--- src/rtl/alu_tr_vote_if.sv ---
// Operand request / voted result bundle for the time-redundant ALU.
interface alu_tr_vote_if #(
    parameter int WIDTH     = 32,
    parameter int MAX_RETRY = 2,
    parameter int CNT_W     = 16
);
    localparam int RW = (MAX_RETRY > 0) ? $clog2(MAX_RETRY + 1) : 1;

    logic             in_valid;
    logic             in_ready;
    logic [WIDTH-1:0] a;
    logic [WIDTH-1:0] b;
    logic [2:0]       alu_ctrl;
    logic [2:0]       inj_sel;
    logic [WIDTH-1:0] inj_mask;
    logic             inj_persist;
    logic             out_valid;
    logic             out_ready;
    logic [WIDTH-1:0] result;
    logic             zero;
    logic             negative;
    logic             carry;
    logic             overflow;
    logic             fault_detected;
    logic             fault_corrected;
    logic             fault_uncorrectable;
    logic [RW-1:0]    retries;
    logic             cnt_clr;
    logic [CNT_W-1:0] fault_count;

    modport master (
        output in_valid, a, b, alu_ctrl, inj_sel, inj_mask, inj_persist, out_ready, cnt_clr,
        input  in_ready, out_valid, result, zero, negative, carry, overflow,
               fault_detected, fault_corrected, fault_uncorrectable, retries, fault_count
    );

    modport slave (
        input  in_valid, a, b, alu_ctrl, inj_sel, inj_mask, inj_persist, out_ready, cnt_clr,
        output in_ready, out_valid, result, zero, negative, carry, overflow,
               fault_detected, fault_corrected, fault_uncorrectable, retries, fault_count
    );
endinterface

--- src/rtl/alu_tr_vote.sv ---
// Time-redundant ALU: each op runs 2-3 times on one datapath, results are
// majority-voted, and a three-way disagreement re-runs the whole op.
//
//  state | meaning
//  IDLE  | waiting for an operand request (in_ready=1)
//  EX1   | first execution, sample captured into s1
//  EX2   | second execution, compared against s1
//  EX3   | tie-break execution, voted against s1/s2
//  DONE  | voted result presented until out_ready
module alu_tr_vote #(
    parameter int WIDTH     = 32,
    parameter int MAX_RETRY = 2,
    parameter int CNT_W     = 16
) (
    input logic         clk,
    input logic         rst,
    alu_tr_vote_if.slave bus
);
    localparam int RW = (MAX_RETRY > 0) ? $clog2(MAX_RETRY + 1) : 1;
    localparam int SW = WIDTH + 2;

    typedef enum logic [2:0] {IDLE, EX1, EX2, EX3, DONE} state_t;

    state_t           state, state_next;
    logic [WIDTH-1:0] a_q, b_q, mask_q, result_q;
    logic [2:0]       ctrl_q, sel_q;
    logic             persist_q, carry_q, overflow_q;
    logic             det_q, corr_q, unc_q;
    logic [RW-1:0]    retries_q;
    logic [CNT_W-1:0] count_q;
    logic [SW-1:0]    s1_q, s2_q, sample;

    logic accept, cap_s1, cap_s2, load_out, set_det, set_corr, set_unc, inc_retry;

    logic [WIDTH-1:0] b_op, alu_r, rot;
    logic [WIDTH:0]   sum_full;
    logic             alu_c, alu_o, inj_on;

    // Shared ALU plus the per-execution corruption pattern.
    always_comb begin
        b_op     = (ctrl_q == 3'b001) ? ~b_q : b_q;
        sum_full = {1'b0, a_q} + {1'b0, b_op} + {{WIDTH{1'b0}}, (ctrl_q == 3'b001)};
        alu_r    = '0;
        alu_c    = 1'b0;
        alu_o    = 1'b0;
        case (ctrl_q)
            3'b000, 3'b001: begin
                alu_r = sum_full[WIDTH-1:0];
                alu_c = sum_full[WIDTH];
                alu_o = (a_q[WIDTH-1] == b_op[WIDTH-1]) && (sum_full[WIDTH-1] != a_q[WIDTH-1]);
            end
            3'b010:  alu_r = a_q & b_q;
            3'b011:  alu_r = a_q | b_q;
            3'b101:  alu_r = {{(WIDTH-1){1'b0}}, ($signed(a_q) < $signed(b_q))};
            default: alu_r = '0;
        endcase
        rot    = mask_q;
        inj_on = 1'b0;
        case (state)
            EX1: inj_on = sel_q[0];
            EX2: begin
                inj_on = sel_q[1];
                rot    = {mask_q[WIDTH-2:0], mask_q[WIDTH-1]};
            end
            EX3: begin
                inj_on = sel_q[2];
                rot    = {mask_q[WIDTH-3:0], mask_q[WIDTH-1:WIDTH-2]};
            end
            default: inj_on = 1'b0;
        endcase
        inj_on = inj_on && ((retries_q == '0) || persist_q);
        sample = {alu_c, alu_o, alu_r ^ (inj_on ? rot : '0)};
    end

    // State register.
    always_ff @(posedge clk or negedge rst) begin
        if (!rst) state <= IDLE;
        else      state <= state_next;
    end

    // Next-state decode and datapath strobes.
    always_comb begin
        state_next = state;
        accept     = 1'b0;
        cap_s1     = 1'b0;
        cap_s2     = 1'b0;
        load_out   = 1'b0;
        set_det    = 1'b0;
        set_corr   = 1'b0;
        set_unc    = 1'b0;
        inc_retry  = 1'b0;
        case (state)
            IDLE: if (bus.in_valid) begin
                accept     = 1'b1;
                state_next = EX1;
            end
            EX1: begin
                cap_s1     = 1'b1;
                state_next = EX2;
            end
            EX2: if (sample == s1_q) begin
                load_out   = 1'b1;
                state_next = DONE;
            end else begin
                cap_s2     = 1'b1;
                set_det    = 1'b1;
                state_next = EX3;
            end
            EX3: if (sample == s1_q || sample == s2_q) begin
                load_out   = 1'b1;
                set_corr   = 1'b1;
                state_next = DONE;
            end else if (int'(retries_q) < MAX_RETRY) begin
                inc_retry  = 1'b1;
                state_next = EX1;
            end else begin
                load_out   = 1'b1;
                set_unc    = 1'b1;
                state_next = DONE;
            end
            DONE: if (bus.out_ready) state_next = IDLE;
            default: state_next = IDLE;
        endcase
    end

    // Operand latch, samples, voted outputs, status flags and the fault counter.
    always_ff @(posedge clk or negedge rst) begin
        if (!rst) begin
            a_q        <= '0;
            b_q        <= '0;
            mask_q     <= '0;
            ctrl_q     <= '0;
            sel_q      <= '0;
            persist_q  <= 1'b0;
            s1_q       <= '0;
            s2_q       <= '0;
            result_q   <= '0;
            carry_q    <= 1'b0;
            overflow_q <= 1'b0;
            det_q      <= 1'b0;
            corr_q     <= 1'b0;
            unc_q      <= 1'b0;
            retries_q  <= '0;
            count_q    <= '0;
        end else begin
            if (accept) begin
                a_q        <= bus.a;
                b_q        <= bus.b;
                ctrl_q     <= bus.alu_ctrl;
                sel_q      <= bus.inj_sel;
                mask_q     <= bus.inj_mask;
                persist_q  <= bus.inj_persist;
                retries_q  <= '0;
                carry_q    <= 1'b0;
                overflow_q <= 1'b0;
                det_q      <= 1'b0;
                corr_q     <= 1'b0;
                unc_q      <= 1'b0;
            end
            if (cap_s1)    s1_q <= sample;
            if (cap_s2)    s2_q <= sample;
            if (set_det)   det_q <= 1'b1;
            if (set_corr)  corr_q <= 1'b1;
            if (set_unc)   unc_q <= 1'b1;
            if (inc_retry) retries_q <= retries_q + 1'b1;
            if (load_out) begin
                result_q   <= sample[WIDTH-1:0];
                overflow_q <= sample[WIDTH];
                carry_q    <= sample[WIDTH+1];
            end
            // det_q is already set on every path into DONE that saw a mismatch
            if (bus.cnt_clr)
                count_q <= '0;
            else if (load_out && det_q && count_q != '1)
                count_q <= count_q + 1'b1;
        end
    end

    assign bus.in_ready            = (state == IDLE);
    assign bus.out_valid           = (state == DONE);
    assign bus.result              = result_q;
    assign bus.zero                = (state == DONE) && (result_q == '0);
    assign bus.negative            = (state == DONE) && result_q[WIDTH-1];
    assign bus.carry               = carry_q;
    assign bus.overflow            = overflow_q;
    assign bus.fault_detected      = det_q;
    assign bus.fault_corrected     = corr_q;
    assign bus.fault_uncorrectable = unc_q;
    assign bus.retries             = retries_q;
    assign bus.fault_count         = count_q;
endmodule

--- src/flat_wrapper.sv ---
// flat-port wrapper written by rule: the top's interface ports become plain ports
module alu_tr_vote_flat 
#(
    parameter int WIDTH     = 32,
    parameter int MAX_RETRY = 2,
    parameter int CNT_W     = 16
)
  (clk, rst, bus_in_valid, bus_a, bus_b, bus_alu_ctrl, bus_inj_sel, bus_inj_mask, bus_inj_persist, bus_out_ready, bus_cnt_clr, bus_in_ready, bus_out_valid, bus_result, bus_zero, bus_negative, bus_carry, bus_overflow, bus_fault_detected, bus_fault_corrected, bus_fault_uncorrectable, bus_retries, bus_fault_count);
  alu_tr_vote_if #(.WIDTH(WIDTH), .MAX_RETRY(MAX_RETRY), .CNT_W(CNT_W)) bus_i ();
  input logic clk;
  input logic rst;
  input wire logic [$bits(bus_i.in_valid)-1:0] bus_in_valid;
  input wire logic [$bits(bus_i.a)-1:0] bus_a;
  input wire logic [$bits(bus_i.b)-1:0] bus_b;
  input wire logic [$bits(bus_i.alu_ctrl)-1:0] bus_alu_ctrl;
  input wire logic [$bits(bus_i.inj_sel)-1:0] bus_inj_sel;
  input wire logic [$bits(bus_i.inj_mask)-1:0] bus_inj_mask;
  input wire logic [$bits(bus_i.inj_persist)-1:0] bus_inj_persist;
  input wire logic [$bits(bus_i.out_ready)-1:0] bus_out_ready;
  input wire logic [$bits(bus_i.cnt_clr)-1:0] bus_cnt_clr;
  output wire logic [$bits(bus_i.in_ready)-1:0] bus_in_ready;
  output wire logic [$bits(bus_i.out_valid)-1:0] bus_out_valid;
  output wire logic [$bits(bus_i.result)-1:0] bus_result;
  output wire logic [$bits(bus_i.zero)-1:0] bus_zero;
  output wire logic [$bits(bus_i.negative)-1:0] bus_negative;
  output wire logic [$bits(bus_i.carry)-1:0] bus_carry;
  output wire logic [$bits(bus_i.overflow)-1:0] bus_overflow;
  output wire logic [$bits(bus_i.fault_detected)-1:0] bus_fault_detected;
  output wire logic [$bits(bus_i.fault_corrected)-1:0] bus_fault_corrected;
  output wire logic [$bits(bus_i.fault_uncorrectable)-1:0] bus_fault_uncorrectable;
  output wire logic [$bits(bus_i.retries)-1:0] bus_retries;
  output wire logic [$bits(bus_i.fault_count)-1:0] bus_fault_count;
  assign bus_i.in_valid = bus_in_valid;
  assign bus_i.a = bus_a;
  assign bus_i.b = bus_b;
  assign bus_i.alu_ctrl = bus_alu_ctrl;
  assign bus_i.inj_sel = bus_inj_sel;
  assign bus_i.inj_mask = bus_inj_mask;
  assign bus_i.inj_persist = bus_inj_persist;
  assign bus_i.out_ready = bus_out_ready;
  assign bus_i.cnt_clr = bus_cnt_clr;
  assign bus_in_ready = bus_i.in_ready;
  assign bus_out_valid = bus_i.out_valid;
  assign bus_result = bus_i.result;
  assign bus_zero = bus_i.zero;
  assign bus_negative = bus_i.negative;
  assign bus_carry = bus_i.carry;
  assign bus_overflow = bus_i.overflow;
  assign bus_fault_detected = bus_i.fault_detected;
  assign bus_fault_corrected = bus_i.fault_corrected;
  assign bus_fault_uncorrectable = bus_i.fault_uncorrectable;
  assign bus_retries = bus_i.retries;
  assign bus_fault_count = bus_i.fault_count;
  alu_tr_vote #(.WIDTH(WIDTH), .MAX_RETRY(MAX_RETRY), .CNT_W(CNT_W)) u_core (.clk(clk), .rst(rst), .bus(bus_i));
endmodule
--- config.mk ---
export PLATFORM = sky130hd
export DESIGN_NAME = alu_tr_vote_flat
export DESIGN_NICKNAME = d
export VERILOG_FILES = /design/src/rtl/alu_tr_vote_if.sv /design/src/rtl/alu_tr_vote.sv /design/src/flat_wrapper.sv
export SDC_FILE = /design/constraint.sdc
export NUM_CORES = 1
export LEC_CHECK = 0
export CORE_ASPECT_RATIO = 0.7
export CORE_UTILIZATION = 50
export DETAILED_ROUTE_END_ITERATION = 16
export GPL_TIMING_DRIVEN = 0
export PLACE_DENSITY = 0.75
export SLEW_MARGIN = 20
export SYNTH_ARGS = -nofsm -noshare
export SYNTH_HDL_FRONTEND = slang
export SYNTH_SLANG_ARGS = --single-unit
--- constraint.sdc ---
create_clock -name clk -period 10.5 [get_ports clk]
set_input_delay 2.1 -clock clk [delete_from_list [all_inputs] [get_ports clk]]
set_output_delay 2.1 -clock clk [all_outputs]
set_load 0.1 [all_outputs]
After elaboration in Yosys (flattened, before gate mapping)
Cells that the tools add are included.

word-level totals
  bits in latches = 0
  word-level logic and storage cells = 101
  memory bits (read-only) = 0
  flip-flop bits (word level) = 229
  memories kept = 0
  bits of input ports = 108
  RAM bits = 0

cells by class
  eq/ne operators = 15
  $add $sub $neg = 4
  shifts and indexed selects = 0
  mux-type cells = 39
  $lt $le $gt $ge = 2
  multipliers = 0
  reductions and logical operators = 20
  divide/modulo/power cells = 0
  bitwise operators = 4

operators by type and width
  kind                   number
  $pmux 32 s4            1
  $eq 34x34->1           2
  $mux 32                2
  $pmux 32 s2            1
  $add 32x32->33         1
  $add 33x1->33          1
  $and 32x32->32         1
  $logic_not 32->1       1
  $lt 32x32->1           1
  $mux 16                2
  $not 32->32            1
  $or 32x32->32          1
  $xor 32x32->32         1
  $mux 1                 23
  $add 16x1->16 const B  1
  $ne 16x16->1 const B   1
  $mux 3                 5
  $pmux 3 s5             1
  $eq 3x2->1 const B     4
  $reduce_bool 2->1      6
  $eq 3x1->1 const B     2
  $eq 3x3->1 const B     2
  $logic_and 1x1->1      6
  $logic_not 3->1        2
  other kinds (12)       15

Longest topological paths before layout
  depth in word-level cells = 15
  depth in mapped cells = 26
  gate-level depth less buffers = 18

Worst setup path before layout
No wires, ideal clock.

  path kind = reg2reg
  from = reg u_core.ctrl_q[0]
  to = reg u_core.det_q, in the netlist u_core.bus.fault_detected
  buffers on the path = 8
  clock period less this slack = 6.561 ns
  arrival time = 6.441 ns
  cell stages (with the launch flop) = 24
  setup slack = 3.939 ns
  required time = 10.380 ns
  cells stage by stage = dfrtp_1 clkbuf_1 buf_1 buf_2 buf_1 nand2_1 buf_1 xnor2_1 ha_1 clkbuf_1 a21o_1 a31oi_1 o21ai_1 a22o_1 a2111oi_2 xnor3_1 or4b_1 nor4_1 nand4_1 nor4_1 nor3_1 clkbuf_1 clkbuf_1 a21o_1

on the way
  longest elaborated chain between the ends = 11
  elaborated cells on any way between the ends = 21
  classes of those cells = add/sub (2); eq/ne (7); mux (7); bitwise (1); reduce/logical (4)

RTL lines
  item                                                                    RTL line            text
  from (decl)                                                             alu_tr_vote.sv:26   logic [2:0] ctrl_q, sel_q;
  from (signal assigned)                                                  alu_tr_vote.sv:149  ctrl_q <= bus.alu_ctrl;
  parallel branches: the longest is 7 deep, another holds $add 32x32->33  --
  $eq 34x34->1 *                                                          alu_tr_vote.sv:101  EX2: if (sample == s1_q) begin
  $mux 1 *                                                                alu_tr_vote.sv:101
  $mux 1 *                                                                alu_tr_vote.sv:92   case (state)
  $mux 1 or $reduce_bool 2->1 (tied branches)                             --
  to (signal assigned)                                                    alu_tr_vote.sv:140  det_q <= 1'b0;
  to (signal assigned)                                                    alu_tr_vote.sv:156  det_q <= 1'b0;
  to (signal assigned)                                                    alu_tr_vote.sv:162  if (set_det) det_q <= 1'b1;
  to (decl)                                                               alu_tr_vote.sv:28   logic det_q, corr_q, unc_q;

Mark *: on every way between the ends.
A chain may end at the register's enable or synchronous reset.

Worst setup path in the final report
  from = reg u_core.ctrl_q[1]
  to = reg u_core.s2_q[21]

on the way
  longest elaborated chain between the ends = 10
  elaborated cells on any way between the ends = 19
  classes of those cells = add/sub (2); eq/ne (7); mux (6); bitwise (1); reduce/logical (3)

RTL lines
  item                                                                     RTL line            text
  parallel branches: the longest is 10 deep, another holds $add 32x32->33  --
  to (signal assigned)                                                     alu_tr_vote.sv:161  if (cap_s2) s2_q <= sample;
  to (decl)                                                                alu_tr_vote.sv:31   logic [SW-1:0] s1_q, s2_q, sample;

Several ways; the timed one is not identified.

==> impl_results.rst <==
.. list-table::
   :header-rows: 1

   * - Metric
     - Value
   * - Required time at the endpoint of the critical path
     - 10.89 ns
   * - Maximum clock skew at final layout
     - approximately 0.012 ns
   * - Count of different cell masters after synthesis
     - 90
   * - CTS H-tree depth
     - 1
   * - Number of primary I/O pins
     - about 170
   * - Count of final max-slew check failures
     - 0
   * - Met3 wirelength from detailed routing
     - around 5600 um
   * - Cell depth of the worst min-delay path
     - 2
   * - Total routing resource utilization after global routing
     - 0.343
   * - CP arrival
     - around 10 ns
   * - Outcome
     - finished, final reports clean
   * - Critical setup path kind
     - flop to flop
   * - Depth of the worst register-to-register path
     - 25
   * - Kind of cell with the highest combined delay on the critical path
     - buffers and inverters
   * - Share of synthesized area occupied by flip-flops and latches
     - 0.324
   * - Startpoint of the lowest-slack hold path
     - u_core.sel_q[2]
   * - Setup violators final
     - 0
   * - Total core area
     - roughly 35000 um^2
   * - Buffer cell driving the clock tree root
     - sky130_fd_sc_hd__clkbuf_16
   * - Maximum Capacitance Violations
     - 0
   * - Final hold violation count
     - 0
   * - Met1 routed wirelength after detailed routing
     - roughly 30000 um
   * - Count of flip-flops with a built-in enable after synthesis
     - 0
   * - Total Nets Final
     - 2485
   * - Routability cong.
     - approximately 1
   * - Cell type of the slowest stage on the worst timing path
     - sky130_fd_sc_hd__nor4_1
   * - Worst path most repeated cell
     - sky130_fd_sc_hd__clkbuf_1
   * - Die X
     - about 230 um
   * - Count of buffers from port buffering
     - 166
   * - Most frequent cells in the layout
     - 346 x sky130_fd_sc_hd__nand2_1, 229 x sky130_fd_sc_hd__dfrtp_1, 165 x sky130_fd_sc_hd__clkdlybuf4s50_1
   * - Deepest clock path buffer count
     - 3
   * - Layout Utilization
     - 0.600
   * - Initial DRC Count
     - between 1.5k and 2k
   * - CP peak stage delay
     - 0.70 ns
   * - Residual antenna-violating net count after detailed routing
     - 0
   * - Top layer used by detailed routing
     - met5
   * - Drt first pass iters
     - 9
   * - Async S/R FF share, synth
     - 1.00
   * - Worst reg2reg startpoint
     - u_core.ctrl_q[1]
   * - Standard-cell rows
     - 57
   * - Clock tree from TritonCTS
     - built
   * - Top area cells in the synthesized netlist
     - sky130_fd_sc_hd__dfrtp_1 32%, sky130_fd_sc_hd__ha_1 9.3%, sky130_fd_sc_hd__nand2_1 7.4%, sky130_fd_sc_hd__mux2i_1 4.2%, sky130_fd_sc_hd__mux2_2 4.0%
   * - Met2 wire length
     - between 20000 and 30000 um
   * - Area added between synthesis and finish
     - 18.0%
   * - Shortest period the worst path allows
     - around 10 ns
   * - Largest net degree at the start of global routing
     - 94
   * - Worst hold path endpoint
     - u_core.sel_q[2]
   * - Max Clock Freq
     - roughly 0.099 GHz
   * - CP Capture Type
     - flop
   * - Cell type with the highest aggregate area in the netlist
     - sky130_fd_sc_hd__dfrtp_1
   * - Setup slack of the worst register-to-register path
     - between 0.4 and 0.5 ns
   * - CP Buf/Inv Count
     - 8
   * - Total routed wirelength
     - ~62000 um
   * - Residual overflow from global routing
     - 0
   * - Number of antenna violations at the first check in global routing
     - 1
   * - Biggest fanout along the worst timing path
     - 10
   * - Least-Margin Pin Slew
     - roughly 1.3 ns
   * - Routed wire length per instance
     - 22.6 um
   * - Average cell area after synthesis
     - about 8.6 um^2
   * - Dominant register cell in the synthesized netlist
     - sky130_fd_sc_hd__dfrtp_1
   * - Post-synth top area share
     - 0.324
   * - Effective utilization at floorplan
     - 0.509
   * - Cell count after synthesis
     - between 2k and 2.5k
   * - Setup repair after global routing missed its margin
     - false
   * - End of the worst register-to-register path
     - u_core.s2_q[21]
   * - Share of final-layout standard cells stronger than drive strength 1
     - 0.0770
   * - Synthesized Nets
     - ~2.3k
   * - Diodes inserted
     - 0
   * - Number of global-route vias before repair
     - between 15k and 20k
   * - Max-slew headroom at the worst pin
     - 0.145
   * - Die boundary height
     - roughly 160 um
   * - Post-synthesis instance area
     - between 15000 and 20000 um^2
   * - Global-route wire length before repair
     - about 95000 um
   * - Worst hold path type
     - flop to flop
   * - Setup Fix Bufs, Post-CTS
     - 0
   * - Number of clock sinks
     - between 200 and 250
   * - Clock transition at path regs
     - about 0.070 ns
   * - Clk_lat worst skew
     - roughly 0.55 ns
   * - Post-route fraction of the period consumed by the critical path
     - 0.961
   * - Flip-flop and latch count after synthesis
     - ~230
   * - Total clock buffers created by CTS
     - 25
   * - DR DRC count
     - 0
   * - Area of the die
     - between 30000 and 40000 um^2
   * - Most common cell after layout, fill and taps aside
     - sky130_fd_sc_hd__nand2_1
   * - Total half-perimeter wirelength after legalization and detailed placement
     - between 40000 and 50000 um
   * - Critical path startpoint category
     - flop
   * - Vias
     - ~17k
   * - Via-to-Cell Ratio
     - just over 6
   * - Total of warnings raised by yosys
     - 0
   * - Total of fill cells in the finished design
     - around 3.1k
[cell type report]
type / count / area (um^2) / area share
multi-input combinational: 1578 / 11000 / 0.528
sequential: 229 / 5730 / 0.275
timing repair buffer: 168 / 1720 / 0.0826
clock buffer: 33 / 726 / 0.0348
tap: 472 / 591 / 0.0283
inverter: 130 / 488 / 0.0234
buffer: 112 / 469 / 0.0225
clock inverter: 11 / 111 / 0.00534
[per-stage QoR]
stage          setup WS [ns]  hold WS [ns]  setup TNS [ns]  instances  area (um^2)
4_1_cts                0.461         0.486               0       2734        20800
3_3_place_gp           -2.47         0.462         -556.34       2688        19900
2_1_floorplan           3.94         0.445               0       2050        17700
6_report               0.407         0.487               0       2733        20800
3_5_place_dp           0.496         0.471               0       2690        20000
5_1_grt                0.245         0.501               0       2733        20800
[routing by layer]
layer  global-route usage  up-vias
met3               0.0602       78
met2                0.482      729
met4               0.0802        2
met1                0.538     8389
li1                     -     7669
met5                    0        -
[worst reg2reg max path: stages (launching register included)]
cell	delay, ns
sky130_fd_sc_hd__dfrtp_1	0.36
sky130_fd_sc_hd__buf_2	0.21
sky130_fd_sc_hd__nor2_1	0.22
sky130_fd_sc_hd__clkbuf_1	0.47
sky130_fd_sc_hd__clkbuf_1	0.62
sky130_fd_sc_hd__clkbuf_1	0.67
sky130_fd_sc_hd__nand2_1	0.38
sky130_fd_sc_hd__buf_1	0.54
sky130_fd_sc_hd__xnor2_1	0.28
sky130_fd_sc_hd__ha_1	0.41
sky130_fd_sc_hd__clkbuf_1	0.41
sky130_fd_sc_hd__nand2_1	0.21
sky130_fd_sc_hd__o22ai_1	0.36
sky130_fd_sc_hd__a211oi_1	0.16
sky130_fd_sc_hd__a21boi_1	0.69
sky130_fd_sc_hd__o2111ai_1	0.58
sky130_fd_sc_hd__a21oi_1	0.36
sky130_fd_sc_hd__o2111ai_1	0.22
sky130_fd_sc_hd__nor4_1	0.70
sky130_fd_sc_hd__nand4_1	0.27
sky130_fd_sc_hd__nor4_2	0.56
sky130_fd_sc_hd__nor3_1	0.18
sky130_fd_sc_hd__clkbuf_1	0.38
sky130_fd_sc_hd__clkbuf_1	0.45
sky130_fd_sc_hd__nand2_1	0.16
sky130_fd_sc_hd__o21ai_0	0.09
[cell families after synthesis]
logic type | share of synthesized area
AO/OA/AOI/OAI | 0.171
adder cells (fa/ha/maj) | 0.0946
AND/OR/NAND/NOR | 0.198
XOR/XNOR | 0.0747
flip-flops | 0.324
multiplexers | 0.0827
buffers and inverters | 0.0540
[state kept, by name, summed over array words and instances, names as in the netlist, 16 cells and up]
signal and cells:
u_core.s1_q 34, u_core.s2_q 34, u_core.a_q 32, u_core.b_q 32
u_core.bus.result 32, u_core.mask_q 32, u_core.bus.fault_count 16
[synth_stat cells (8+ instances only)]
cell type / n
sky130_fd_sc_hd__o31ai_1: 8
sky130_fd_sc_hd__or4_1: 15
sky130_fd_sc_hd__inv_1: 129
sky130_fd_sc_hd__a21oi_1: 79
sky130_fd_sc_hd__or3_1: 20
sky130_fd_sc_hd__nand3_1: 41
sky130_fd_sc_hd__nor2_1: 117
sky130_fd_sc_hd__nand2_1: 346
sky130_fd_sc_hd__o2111ai_1: 14
sky130_fd_sc_hd__clkbuf_1: 83
sky130_fd_sc_hd__a211oi_1: 38
sky130_fd_sc_hd__ha_1: 132
sky130_fd_sc_hd__and4_1: 9
sky130_fd_sc_hd__nor2b_1: 20
sky130_fd_sc_hd__o211ai_1: 15
sky130_fd_sc_hd__nand4_1: 43
sky130_fd_sc_hd__o21ai_0: 135
sky130_fd_sc_hd__dfrtp_1: 229
sky130_fd_sc_hd__o21a_1: 15
sky130_fd_sc_hd__and2_1: 9
sky130_fd_sc_hd__nor4_1: 25
sky130_fd_sc_hd__and3_1: 15
sky130_fd_sc_hd__o22ai_1: 8
sky130_fd_sc_hd__a211o_1: 9
sky130_fd_sc_hd__mux2i_1: 74
sky130_fd_sc_hd__nor3_1: 37
sky130_fd_sc_hd__xor2_1: 28
sky130_fd_sc_hd__a31o_2: 12
sky130_fd_sc_hd__a2111oi_0: 13
sky130_fd_sc_hd__mux2_2: 63
sky130_fd_sc_hd__a21o_1: 16
sky130_fd_sc_hd__nand2b_1: 12
sky130_fd_sc_hd__xnor3_1: 16
sky130_fd_sc_hd__buf_2: 19
sky130_fd_sc_hd__xnor2_1: 66
[worst max-delay path by stage]
stage	to	slack, ns	cells past startpoint	startpoint
floorplan	u_core.bus.fault_detected	3.94	23	u_core.ctrl_q[0]
global placement	u_core.mask_q[11]	-2.47	1	rst
detailed placement	u_core.s2_q[6]	0.50	24	u_core.ctrl_q[0]
CTS	u_core.s2_q[6]	0.46	24	u_core.ctrl_q[0]
global route	u_core.s2_q[3]	0.24	25	u_core.ctrl_q[1]
finish	u_core.s2_q[21]	0.41	25	u_core.ctrl_q[1]
[repair_timing]
item	CTS	global route
gates resized for setup	0	2
setup endpoints to repair	0	7
hold buffers	0	0
Power is not shown: default switching activity piles up to over one toggle a cycle in this logic, so the estimate is an artifact.
